`config.mk`:
```
export PLATFORM = sky130hd
export DESIGN_NAME = spi_req_arbiter
export DESIGN_NICKNAME = d
export VERILOG_FILES = /design/src/rtl/spi_arb_pkg.sv /design/src/rtl/spi_rr_picker.sv /design/src/rtl/spi_req_arbiter.sv
export SDC_FILE = /design/constraint.sdc
export NUM_CORES = 1
export LEC_CHECK = 0
export CORE_AREA = 5 5 151 153
export CTS_CLUSTER_SIZE = 12
export DETAILED_ROUTE_END_ITERATION = 8
export DIE_AREA = 0 0 156 158
export PLACE_DENSITY = 0.74
export RECOVER_POWER = 100
export SYNTH_ARGS = -nofsm -noshare
export SYNTH_HDL_FRONTEND = slang
export SYNTH_HIERARCHICAL = 1
export SYNTH_SLANG_ARGS = --single-unit
export TNS_END_PERCENT = 5
```
`constraint.sdc`:
```
create_clock -name clk -period 3.1 [get_ports clk]
set_input_delay 0.465 -clock clk [delete_from_list [all_inputs] [get_ports clk]]
set_output_delay 0.465 -clock clk [all_outputs]
set_load 0.005 [all_outputs]
```
`src/rtl/spi_arb_pkg.sv`:
```
// Shared types and field widths for the SPI request arbiter.
// Frame field widths and the arbiter FSM state encoding.
package spi_arb_pkg;

    localparam int CMD_W  = 8;
    localparam int ADDR_W = 24;
    localparam int DATA_W = 32;

    typedef enum logic [2:0] {
        IDLE,
        WAIT_LO,
        WAIT_HI,
        COOL,
        DRAIN
    } state_t;

endpackage

```
`src/rtl/spi_rr_picker.sv`:
```
// Combinational round-robin picker: first set req bit after ptr, wrapping.
// Ports: req, ptr in; gnt (one-hot), idx, any out.
module spi_rr_picker #(
    parameter int NUM_REQ = 4
) (
    input  logic [NUM_REQ-1:0]         req,
    input  logic [$clog2(NUM_REQ)-1:0] ptr,
    output logic [NUM_REQ-1:0]         gnt,
    output logic [$clog2(NUM_REQ)-1:0] idx,
    output logic                       any
);

    localparam int IW = $clog2(NUM_REQ);

    always_comb begin
        int            j;
        logic [IW-1:0] sel;
        gnt = '0;
        idx = '0;
        any = 1'b0;
        j   = 0;
        sel = '0;
        // k runs 1..NUM_REQ so ptr itself is checked last
        for (int k = 1; k <= NUM_REQ; k++) begin
            j   = (int'(ptr) + k) % NUM_REQ;
            sel = IW'(j);
            if (!any && req[sel]) begin
                any      = 1'b1;
                gnt[sel] = 1'b1;
                idx      = sel;
            end
        end
    end

endmodule

```
`src/rtl/spi_req_arbiter.sv`:
```
// Round-robin scheduler sharing one spi_master among NUM_REQ requesters.
// Ports: clk, rst_n; req/req_cmd/req_addr/req_wdata in; done/rdata/err/busy/
// gnt_id out; m_en/m_cmd/m_addr/m_wdata to master; m_cs/m_rdata from master.
// Optional watchdog: define SPI_ARB_TIMEOUT_EN (limit TIMEOUT_CYC cycles).
module spi_req_arbiter
    import spi_arb_pkg::*;
#(
    parameter int NUM_REQ     = 4,
    parameter int TIMEOUT_CYC = 1024
) (
    input  logic                       clk,
    input  logic                       rst_n,
    input  logic [NUM_REQ-1:0]         req,
    input  logic [NUM_REQ*8-1:0]       req_cmd,
    input  logic [NUM_REQ*24-1:0]      req_addr,
    input  logic [NUM_REQ*32-1:0]      req_wdata,
    output logic [NUM_REQ-1:0]         done,
    output logic [31:0]                rdata,
    output logic                       err,
    output logic                       busy,
    output logic [$clog2(NUM_REQ)-1:0] gnt_id,
    output logic                       m_en,
    output logic [7:0]                 m_cmd,
    output logic [23:0]                m_addr,
    output logic [31:0]                m_wdata,
    input  logic                       m_cs,
    input  logic [31:0]                m_rdata
);

    localparam int IW = $clog2(NUM_REQ);

    state_t              state, state_n;
    logic [IW-1:0]       ptr, ptr_n, gnt_n, pick_idx;
    logic [NUM_REQ-1:0]  pick_gnt, done_n;
    logic                pick_any, m_en_n, busy_n;
    logic [CMD_W-1:0]    sel_cmd, cmd_n;
    logic [ADDR_W-1:0]   sel_addr, addr_n;
    logic [DATA_W-1:0]   sel_wdata, wdata_n, rdata_n;

`ifdef SPI_ARB_TIMEOUT_EN
    localparam int CW = $clog2(TIMEOUT_CYC + 1);
    logic [CW-1:0] cnt, cnt_n;
    logic          err_q, err_n;
    assign err = err_q;
`else
    assign err = 1'b0;
`endif

    spi_rr_picker #(
        .NUM_REQ (NUM_REQ)
    ) u_picker (
        .req (req),
        .ptr (ptr),
        .gnt (pick_gnt),
        .idx (pick_idx),
        .any (pick_any)
    );

    always_comb begin
        sel_cmd   = '0;
        sel_addr  = '0;
        sel_wdata = '0;
        for (int i = 0; i < NUM_REQ; i++) begin
            if (pick_gnt[i]) begin
                sel_cmd   = req_cmd[i*CMD_W +: CMD_W];
                sel_addr  = req_addr[i*ADDR_W +: ADDR_W];
                sel_wdata = req_wdata[i*DATA_W +: DATA_W];
            end
        end
    end

    always_comb begin
        state_n = state;
        ptr_n   = ptr;
        gnt_n   = gnt_id;
        m_en_n  = 1'b0;
        busy_n  = busy;
        done_n  = done;
        rdata_n = rdata;
        cmd_n   = m_cmd;
        addr_n  = m_addr;
        wdata_n = m_wdata;
`ifdef SPI_ARB_TIMEOUT_EN
        cnt_n   = cnt;
        err_n   = err_q;
`endif
        unique case (state)
            IDLE: begin
                if (pick_any) begin
                    gnt_n   = pick_idx;
                    cmd_n   = sel_cmd;
                    addr_n  = sel_addr;
                    wdata_n = sel_wdata;
                    m_en_n  = 1'b1;
                    busy_n  = 1'b1;
                    state_n = WAIT_LO;
`ifdef SPI_ARB_TIMEOUT_EN
                    cnt_n   = '0;
`endif
                end
            end
            WAIT_LO: begin
                if (!m_cs) state_n = WAIT_HI;
            end
            WAIT_HI: begin
                // master updates cs and read word on the same edge
                if (m_cs) begin
                    rdata_n = m_rdata;
                    done_n  = NUM_REQ'(1) << gnt_id;
                    ptr_n   = gnt_id;
                    state_n = COOL;
                end
            end
            COOL: begin
                done_n  = '0;
                busy_n  = 1'b0;
                state_n = IDLE;
`ifdef SPI_ARB_TIMEOUT_EN
                err_n   = 1'b0;
`endif
            end
`ifdef SPI_ARB_TIMEOUT_EN
            DRAIN: begin
                done_n = '0;
                err_n  = 1'b0;
                if (m_cs) state_n = COOL;
            end
`endif
            default: state_n = IDLE;
        endcase
`ifdef SPI_ARB_TIMEOUT_EN
        // normal completion wins over a same-cycle timeout
        if ((state == WAIT_LO || state == WAIT_HI) && state_n != COOL) begin
            if (cnt == CW'(TIMEOUT_CYC - 1)) begin
                done_n  = NUM_REQ'(1) << gnt_id;
                err_n   = 1'b1;
                rdata_n = '0;
                ptr_n   = gnt_id;
                state_n = DRAIN;
            end else begin
                cnt_n = cnt + 1'b1;
            end
        end
`endif
    end

    always_ff @(posedge clk or negedge rst_n) begin
        if (!rst_n) begin
            state   <= IDLE;
            ptr     <= IW'(NUM_REQ - 1);
            gnt_id  <= '0;
            m_en    <= 1'b0;
            busy    <= 1'b0;
            done    <= '0;
            rdata   <= '0;
            m_cmd   <= '0;
            m_addr  <= '0;
            m_wdata <= '0;
`ifdef SPI_ARB_TIMEOUT_EN
            cnt     <= '0;
            err_q   <= 1'b0;
`endif
        end else begin
            state   <= state_n;
            ptr     <= ptr_n;
            gnt_id  <= gnt_n;
            m_en    <= m_en_n;
            busy    <= busy_n;
            done    <= done_n;
            rdata   <= rdata_n;
            m_cmd   <= cmd_n;
            m_addr  <= addr_n;
            m_wdata <= wdata_n;
`ifdef SPI_ARB_TIMEOUT_EN
            cnt     <= cnt_n;
            err_q   <= err_n;
`endif
        end
    end

endmodule
```
==> results of run 1 <==
## layout make-up
type,instances,share of cell area (%)
clock buffers,9,2.04
multi-input cells,388,28.0
well taps,280,3.18
inverters,7,0.238
repair buffers,453,41.1
clock inverters,7,0.975
flip-flops and latches,108,24.5
## worst max path at each step
stage / slack (ps) / depth (start not counted) / to
finish: 7 / 9 / m_addr[8]
floorplan: 190 / 12 / m_addr[19]
global route: -70 / 9 / m_addr[8]
CTS: 20 / 10 / m_wdata[21]
global placement: -190 / 12 / m_addr[8]
detailed placement: -240 / 12 / m_addr[8]
## sequential cells by signal, summed over array words and instances, names as in the netlist
signal,flops
m_addr,24
m_en,1
ptr,2
done,4
m_cmd,8
gnt_id,2
busy,1
state,2
rdata,32
m_wdata,32
## where the power goes
group / internal, mW / total [mW] / switching (mW)
sequential: 2.18 / 2.58 / 0.400
combinational: 3.90 / 7.31 / 3.41
clock: 0.658 / 1.28 / 0.624
## synth_stat cells (all sizes together) (7+ instances only)
master  number
nand2       19
nor2        72
dfrtp      106
a222oi      62
ha          12
and2b       19
inv          7
clkbuf      16
o21ai       14
a221oi      64
buf         36
nor2b       48
mux2        36
## per-layer routing
metal	vias to the layer above	global-route usage, %	routed length, um
met5	-	0	0
met1	3255	24.0	10200
met2	308	34.7	13300
met4	0	6.00	529
li1	3009	-	-
met3	34	4.32	2070
## worst max-delay path, delay by kind of cell (launching register included)
family / cells / cell delay (ps)
mux: 1 / 580
flops: 1 / 570
compound gates: 4 / 1280
buf+inv: 3 / 410
simple gates: 1 / 90
## cell usage in the layout (no fill, tap or decap), types with 6 or more instances in the layout
master           count
buf_4               36
dfrtp_1            106
nor2b_1             29
a221oi_1            63
nand2_1             19
o21ai_0              7
and2b_2             19
ha_1                11
o21ai_1              7
mux2_1              30
nor2b_2             17
nor2_1              71
a222oi_1            62
inv_1                6
clkbuf_16            9
buf_12              11
mux2_2               6
clkdlybuf4s50_1    293
dlygate4sd3_1      104
## per-stage QoR
| step | setup TNS, ps | setup slack [ps] | power, mW | instance area (um^2) | hold WS (ps) |
|---|---|---|---|---|---|
| 6_report | 0 | 7.09 | 11.2 | 11000 | 382 |
| 3_3_place_gp | -2440 | -191 | 9.99 | 10700 | 474 |
| 3_5_place_dp | -6490 | -242 | 10.2 | 10700 | 480 |
| 5_1_grt | -311 | -70.3 | 12.0 | 11000 | 494 |
| 4_1_cts | 0 | 15.9 | 11.6 | 11000 | 157 |
| 2_1_floorplan | 0 | 185 | 6.88 | 6320 | 169 |
## what timing repair did
item / 4_1_cts / 5_1_grt
pin swaps: 4 / 7
buffers inserted: 4 / 1
setup endpoints to repair: 3 / 40
resized for setup: 3 / 6
## cells by family (layout without fill, tap and decap cells)
family,count (synthesis),count (layout),synth area share [%]
multiplexers,40,40,7.44
buffers and inverters,65,476,9.05
other,1,1,0.0593
adder cells (fa/ha/maj),12,12,2.38
AND/OR/NAND/NOR,171,171,15.2
AO/OA/AOI/OAI,164,164,23.1
flip-flops,108,108,42.8
==> results.md, run 1 <==
* Relative slew slack at -28.6%
* Hold Fails Final Rpt at 0
* CTS buffer count at 9
* CP max stage delay at between 500 and 600 ps
* CP endpoint kind: register
* Initial Util at a little under 30%
* Final Critical Period at 3090 ps
* Worst r2r src: ptr[0]
* Ys flop type: dfrtp_1
* Routed via count at 6606
* Critical path launch point type: register
* Die Y-Extent at 158 um
* Synth top area cells: dfrtp_1, a222oi_1, a221oi_1, mux2_1, nor2_1
* Post-synth ARST share at 100%
* Synth-to-Final Area Change at 74.5%
* # rows at 54
* Non-filler cells, final at about 1300
* Worst-Margin Slew at 1930 ps
* Core footprint at 0.0214 mm^2
* Synth warnings at 6
* All-Layer GR Usage at between 10% and 20%
* R2R Setup Slk at 7 ps
* Placer Congestion at around 0.89
* First-pass GRT wire length at 38100 um
* Hold Path Class: in2async
* Drt first pass iters at 9
* Max Fclk at between 0.3 and 0.4 GHz
* Buffers on Ports at between 300 and 400
* Period utilization at 99.8%
* Initial antenna violation count at 0
* Max rail drop VDD at about 700 uV
* Final wirelength at ~26000 um
* Crit path DAT at 3290 ps
* Unrepaired setup endpoints after global routing: true
* Vias in the first global route at 6641
* Dpl cells at approximately 1200
* Clk sinks at about 110
* Syn avg cell area at about 11 um^2
* WL per Instance at approximately 21 um
* Net count after synthesis at 868
* Antenna-violating nets left at 0
* Status: complete, but fails checks
* CP max stage cell: mux4_2
* Clk slew on worst S/H paths at 90 ps
* Cts hold-fix bufs at 0
* Cell Area, Synth at 0.00632 mm^2
* DR vias/cell at 5.28
* Antenna diode count at 0
* CP Data Required Time at 3300 ps
* H-tree levels at 3
* Failing checks: design-rule violations, max-capacitance violations, max-slew violations
* Top cell type's share of synthesized area at 42.0%
* Multi-input logic area at around 0.003 mm^2
* Fill cell count at just under 2000
* Crit path from: ptr[0]
* WS Path Type: reg2reg
* DIE AREA at 0.0246 mm^2
* Detailed Route Iter0 Violations at roughly 580
* Sequential share of the synthesized area at 42.8%
* Post-Syn Instances at between 500 and 600
* Cell Chain, Critical Path: buf_8 -> mux4_2 -> a211oi_4 -> a221o_1 -> nor3b_4 -> buf_12 -> buf_4 -> a222oi_1 -> a221oi_1
* R2R cell count at 9
* PD cells at 1010 mW/mm^2
* Seq cells post-synth at between 100 and 150
* Yosys top cell by area: dfrtp_1
* Remaining global-route overflow at 0
* Final Max Tran Viols at 92
* Register area at 0.00271 mm^2
* Largest net degree at the start of global routing at 66
* DR DRC count at 11
* Worst-skew pair later-pin latency at approximately 360 ps
* Dpl hpwl at 20300 um
* Leak at around 4.3 nW
* Max Buffers Root-to-Sink at 2
* Maxcap violations at 2
* CTS root buffer: clkbuf_16
* Reg2reg end: m_addr[8]
* Fin nets at between 1000 and 1500
* Final Skew at 21.0 ps
* Crit Path Max Fanout at 9
* Post-synth EDFFs at 0
* Share of cells above drive strength 1 at a little over an eighth
* Final core occ at 51.5%
* Setup-failing EPs final at 0
* CTS tree: done
* Netlist cell types at 56
* Die W at 156 um
* Num ports at 400
No activity file was read; power rests on OpenSTA's default activity.
==> run 2: changes to the inputs <==
--- a/config.mk
+++ b/config.mk
@@ -5,11 +5,12 @@
 export SDC_FILE = /design/constraint.sdc
 export NUM_CORES = 1
 export LEC_CHECK = 0
-export CORE_AREA = 5 5 151 153
+export CAP_MARGIN = 40
+export CORE_AREA = 2 2 155 157
 export CTS_CLUSTER_SIZE = 12
 export DETAILED_ROUTE_END_ITERATION = 8
-export DIE_AREA = 0 0 156 158
-export PLACE_DENSITY = 0.74
+export DIE_AREA = 0 0 157 159
+export PLACE_DENSITY = 0.67
 export RECOVER_POWER = 100
 export SYNTH_ARGS = -nofsm -noshare
 export SYNTH_HDL_FRONTEND = slang
==> constraint.sdc (replaced) <==
create_clock -name clk -period 3.2 [get_ports clk]
set_input_delay 0.48 -clock clk [delete_from_list [all_inputs] [get_ports clk]]
set_output_delay 0.48 -clock clk [all_outputs]
set_load 0.005 [all_outputs]
==> run 2 against run 1 <==
Against the previous run: the flow still finishes with violations (design-rule violations, max-capacitance violations, max-slew violations); highest routed layer unchanged; non-clock buffer count down 18; combinational power down 6.7%; count of clock-buffer cells in the layout is the same; sequential cell count is the same; first-iteration DRC count rose by 15%; critical path depth did not move; clock power down 10%; critical endpoint is now m_wdata[19]; register-to-register slack better by 70 ps; setup slack improved by 68 ps; routed wire length fell by 2.4%.
==> results.md, run 2 (synthesis results as in run 1) <==
* # rows at 56 (was 54)
* Crit Path Max Fanout at 29 (was 9)
* Buffers on Ports at 398 (unchanged)
* Max Fclk at 0.320 GHz (was 0.323 GHz)
* Placer Congestion at 0.898 (was 0.891)
* Share of cells above drive strength 1 at 11.6% (was 13.4%)
* Remaining global-route overflow at 0 (unchanged)
* Routed via count at 6499 (was 6606)
* CP max stage delay at 600 ps (was 580 ps)
* Critical path launch point type: register (unchanged)
* Dpl hpwl at 19100 um (was 20300 um)
* Leak at 4.24 nW (was 4.34 nW)
* Worst-Margin Slew at 2550 ps (was 1930 ps)
* Biggest regs: m_wdata (32), rdata (32), m_addr (24) (unchanged)
* PD cells at 960 mW/mm^2 (was 1010 mW/mm^2)
* Cell mode on critical path: buf_12
* Worst-skew pair later-pin latency at 350 ps (was 360 ps)
* Cell Area, Placed at 0.0106 mm^2 (was 0.0107 mm^2)
* Setup-failing EPs final at 0 (unchanged)
* Vias in the first global route at 6562 (was 6641)
* Die Y-Extent at 159 um (was 158 um)
* Setup ws final at 75.4 ps (was 7.09 ps)
* Num ports at 400 (unchanged)
* CP max stage cell: mux4_2 (unchanged)
* DR vias/cell at 5.11 (was 5.28)
* Met1 WL at 10100 um (was 10200 um)
* Max rail drop VDD at 522 uV (was 699 uV)
* Initial Util at 27.3% (was 29.5%)
* Initial antenna violation count at 0 (unchanged)
* First-pass GRT wire length at 38000 um (was 38100 um)
* Die W at 157 um (was 156 um)
* CTS buffer count at 9 (unchanged)
* Crit path DAT at 3330 ps (was 3290 ps)
* Leading cell type in the layout, fill and taps excluded: clkdlybuf4s50_1 (unchanged)
* CTS root buffer: clkbuf_16 (unchanged)
* DIE AREA at 0.0250 mm^2 (was 0.0246 mm^2)
* Synth-to-Final Area Change at 72.4% (was 74.5%)
* Final Skew at 12.3 ps (was 21.0 ps)
* All-Layer GR Usage at 19.6% (about the same)
* Final Max Tran Viols at 45 (was 92)
* Cell Chain, Critical Path: buf_6 -> mux4_2 -> a211oi_4 -> a221o_2 -> buf_12 -> nor2b_4 -> buf_12 -> a222oi_1 -> a221oi_1 (was buf_8 -> mux4_2 -> a211oi_4 -> a221o_1 -> nor3b_4 -> buf_12 -> buf_4 -> a222oi_1 -> a221oi_1)
* CP Data Required Time at 3410 ps (was 3300 ps)
* Fin nets at 1256 (was 1274)
* CTS tree: done (unchanged)
* Most frequent cells in the layout: clkdlybuf4s50_1, dfrtp_1, dlygate4sd3_1 (unchanged)
* Clk slew on worst S/H paths at 90 ps (about the same)
* Hold Path Class: reg2reg (was in2async)
* Hold Fails Final Rpt at 0 (unchanged)
* Clk sinks at 108 (unchanged)
* Max layer used: met4 (unchanged)
* Drt first pass iters at 9 (unchanged)
* Maxcap violations at 1 (was 2)
* Overall power at 10.5 mW (was 11.2 mW)
* Setup WS pre-CTS at -195 ps (was -242 ps)
* Layout Cell Area excl Fill at 0.0109 mm^2 (was 0.0110 mm^2)
* Detailed Route Iter0 Violations at 668 (was 581)
* DR DRC count at 8 (was 11)
* Final Critical Period at 3120 ps (was 3090 ps)
* CP endpoint kind: register (unchanged)
* H-tree levels at 3 (unchanged)
* WS Path Type: reg2reg (unchanged)
* Antenna-violating nets left at 0 (unchanged)
* WL met2 at 12800 um (was 13300 um)
* Failing checks: design-rule violations, max-capacitance violations, max-slew violations (unchanged)
* Max Buffers Root-to-Sink at 2 (unchanged)
* Period utilization at 97.6% (was 99.8%)
* Met3 wire length at 1880 um (was 2070 um)
* Status: complete, but fails checks (unchanged)
* Core footprint at 0.0232 mm^2 (was 0.0214 mm^2)
* Relative slew slack at -69.8% (was -28.6%)
* Final wirelength at 25600 um (was 26200 um)
* Largest net degree at the start of global routing at 73 (was 66)
* Antenna diode count at 0 (unchanged)
* Unrepaired setup endpoints after global routing: false (was true)
* WL per Instance at 20.1 um (was 20.9 um)
-- run 2: cell types whose count changed in the layout (fill, tap and decap cells not counted), sizes merged --
cell and delta:
buf -16, clkinv -4, inv +4, clkbuf -2, bufinv -1, clkdlybuf4s50 -1
clkinvlp +1, dlygate4sd3 +1
-- run 2: where the power goes --
part,total (mW),internal [mW],switching [mW]
clock network,1.15,0.552,0.595
logic,6.82,3.57,3.25
registers,2.49,2.11,0.373
total,10.5,6.24,4.22
-- run 2: cell type report --
class / instances / area, um^2
multi-input combinational: 388 / 3060
timing repair buffer: 435 / 4420
fill: 2119 / 12300
sequential: 108 / 2710
clock inverter: 7 / 63.8
tap: 319 / 399
inverter: 7 / 26.3
clock buffer: 9 / 225
-- run 2: what timing repair did --
item,in CTS,in global routing
hold buffers,0,0
resized for setup,1,2
pin swaps,2,3
setup endpoints to repair,1,62
gates cloned,0,1
buffers inserted,0,2
-- run 2: worst paths after layout --
path	slack [ps]	depth (start not counted)	start	end
min in group asynchronous	910	1	rst_n	gnt_id[1]
max in group asynchronous	640	2	rst_n	m_addr[3]
min reg2reg	490	1	rdata[18]	rdata[18]
max	80	9	ptr[0]	m_wdata[19]
max reg2reg	80	9	ptr[0]	m_wdata[19]
min	490	1	rdata[18]	rdata[18]
-- run 2: critical path, delay by kind of cell, from the launching register on --
family                 cells  cell delay, ps
AO/OA/AOI/OAI              4            1190
multiplexers               1             600
flip-flops                 1             590
buffers and inverters      3             530
AND/OR/NAND/NOR            1              70
-- run 2: metal layers --
metal,vias up,track usage [%]
li1,2983,-
met1,3168,24.0
met2,305,33.9
met3,43,3.76
met4,0,7.63
met5,-,0
-- run 2: through the flow --
step	hold WS, ps	util [%]	TNS [ps]	std cells
after floorplan	184	-	0	561
after global placement	474	45.6	-177	1254
after detailed placement	481	45.6	-2300	1254
after CTS	145	46.9	0	1270
after global routing	507	47.0	0	1273
final	490	47.0	0	1273
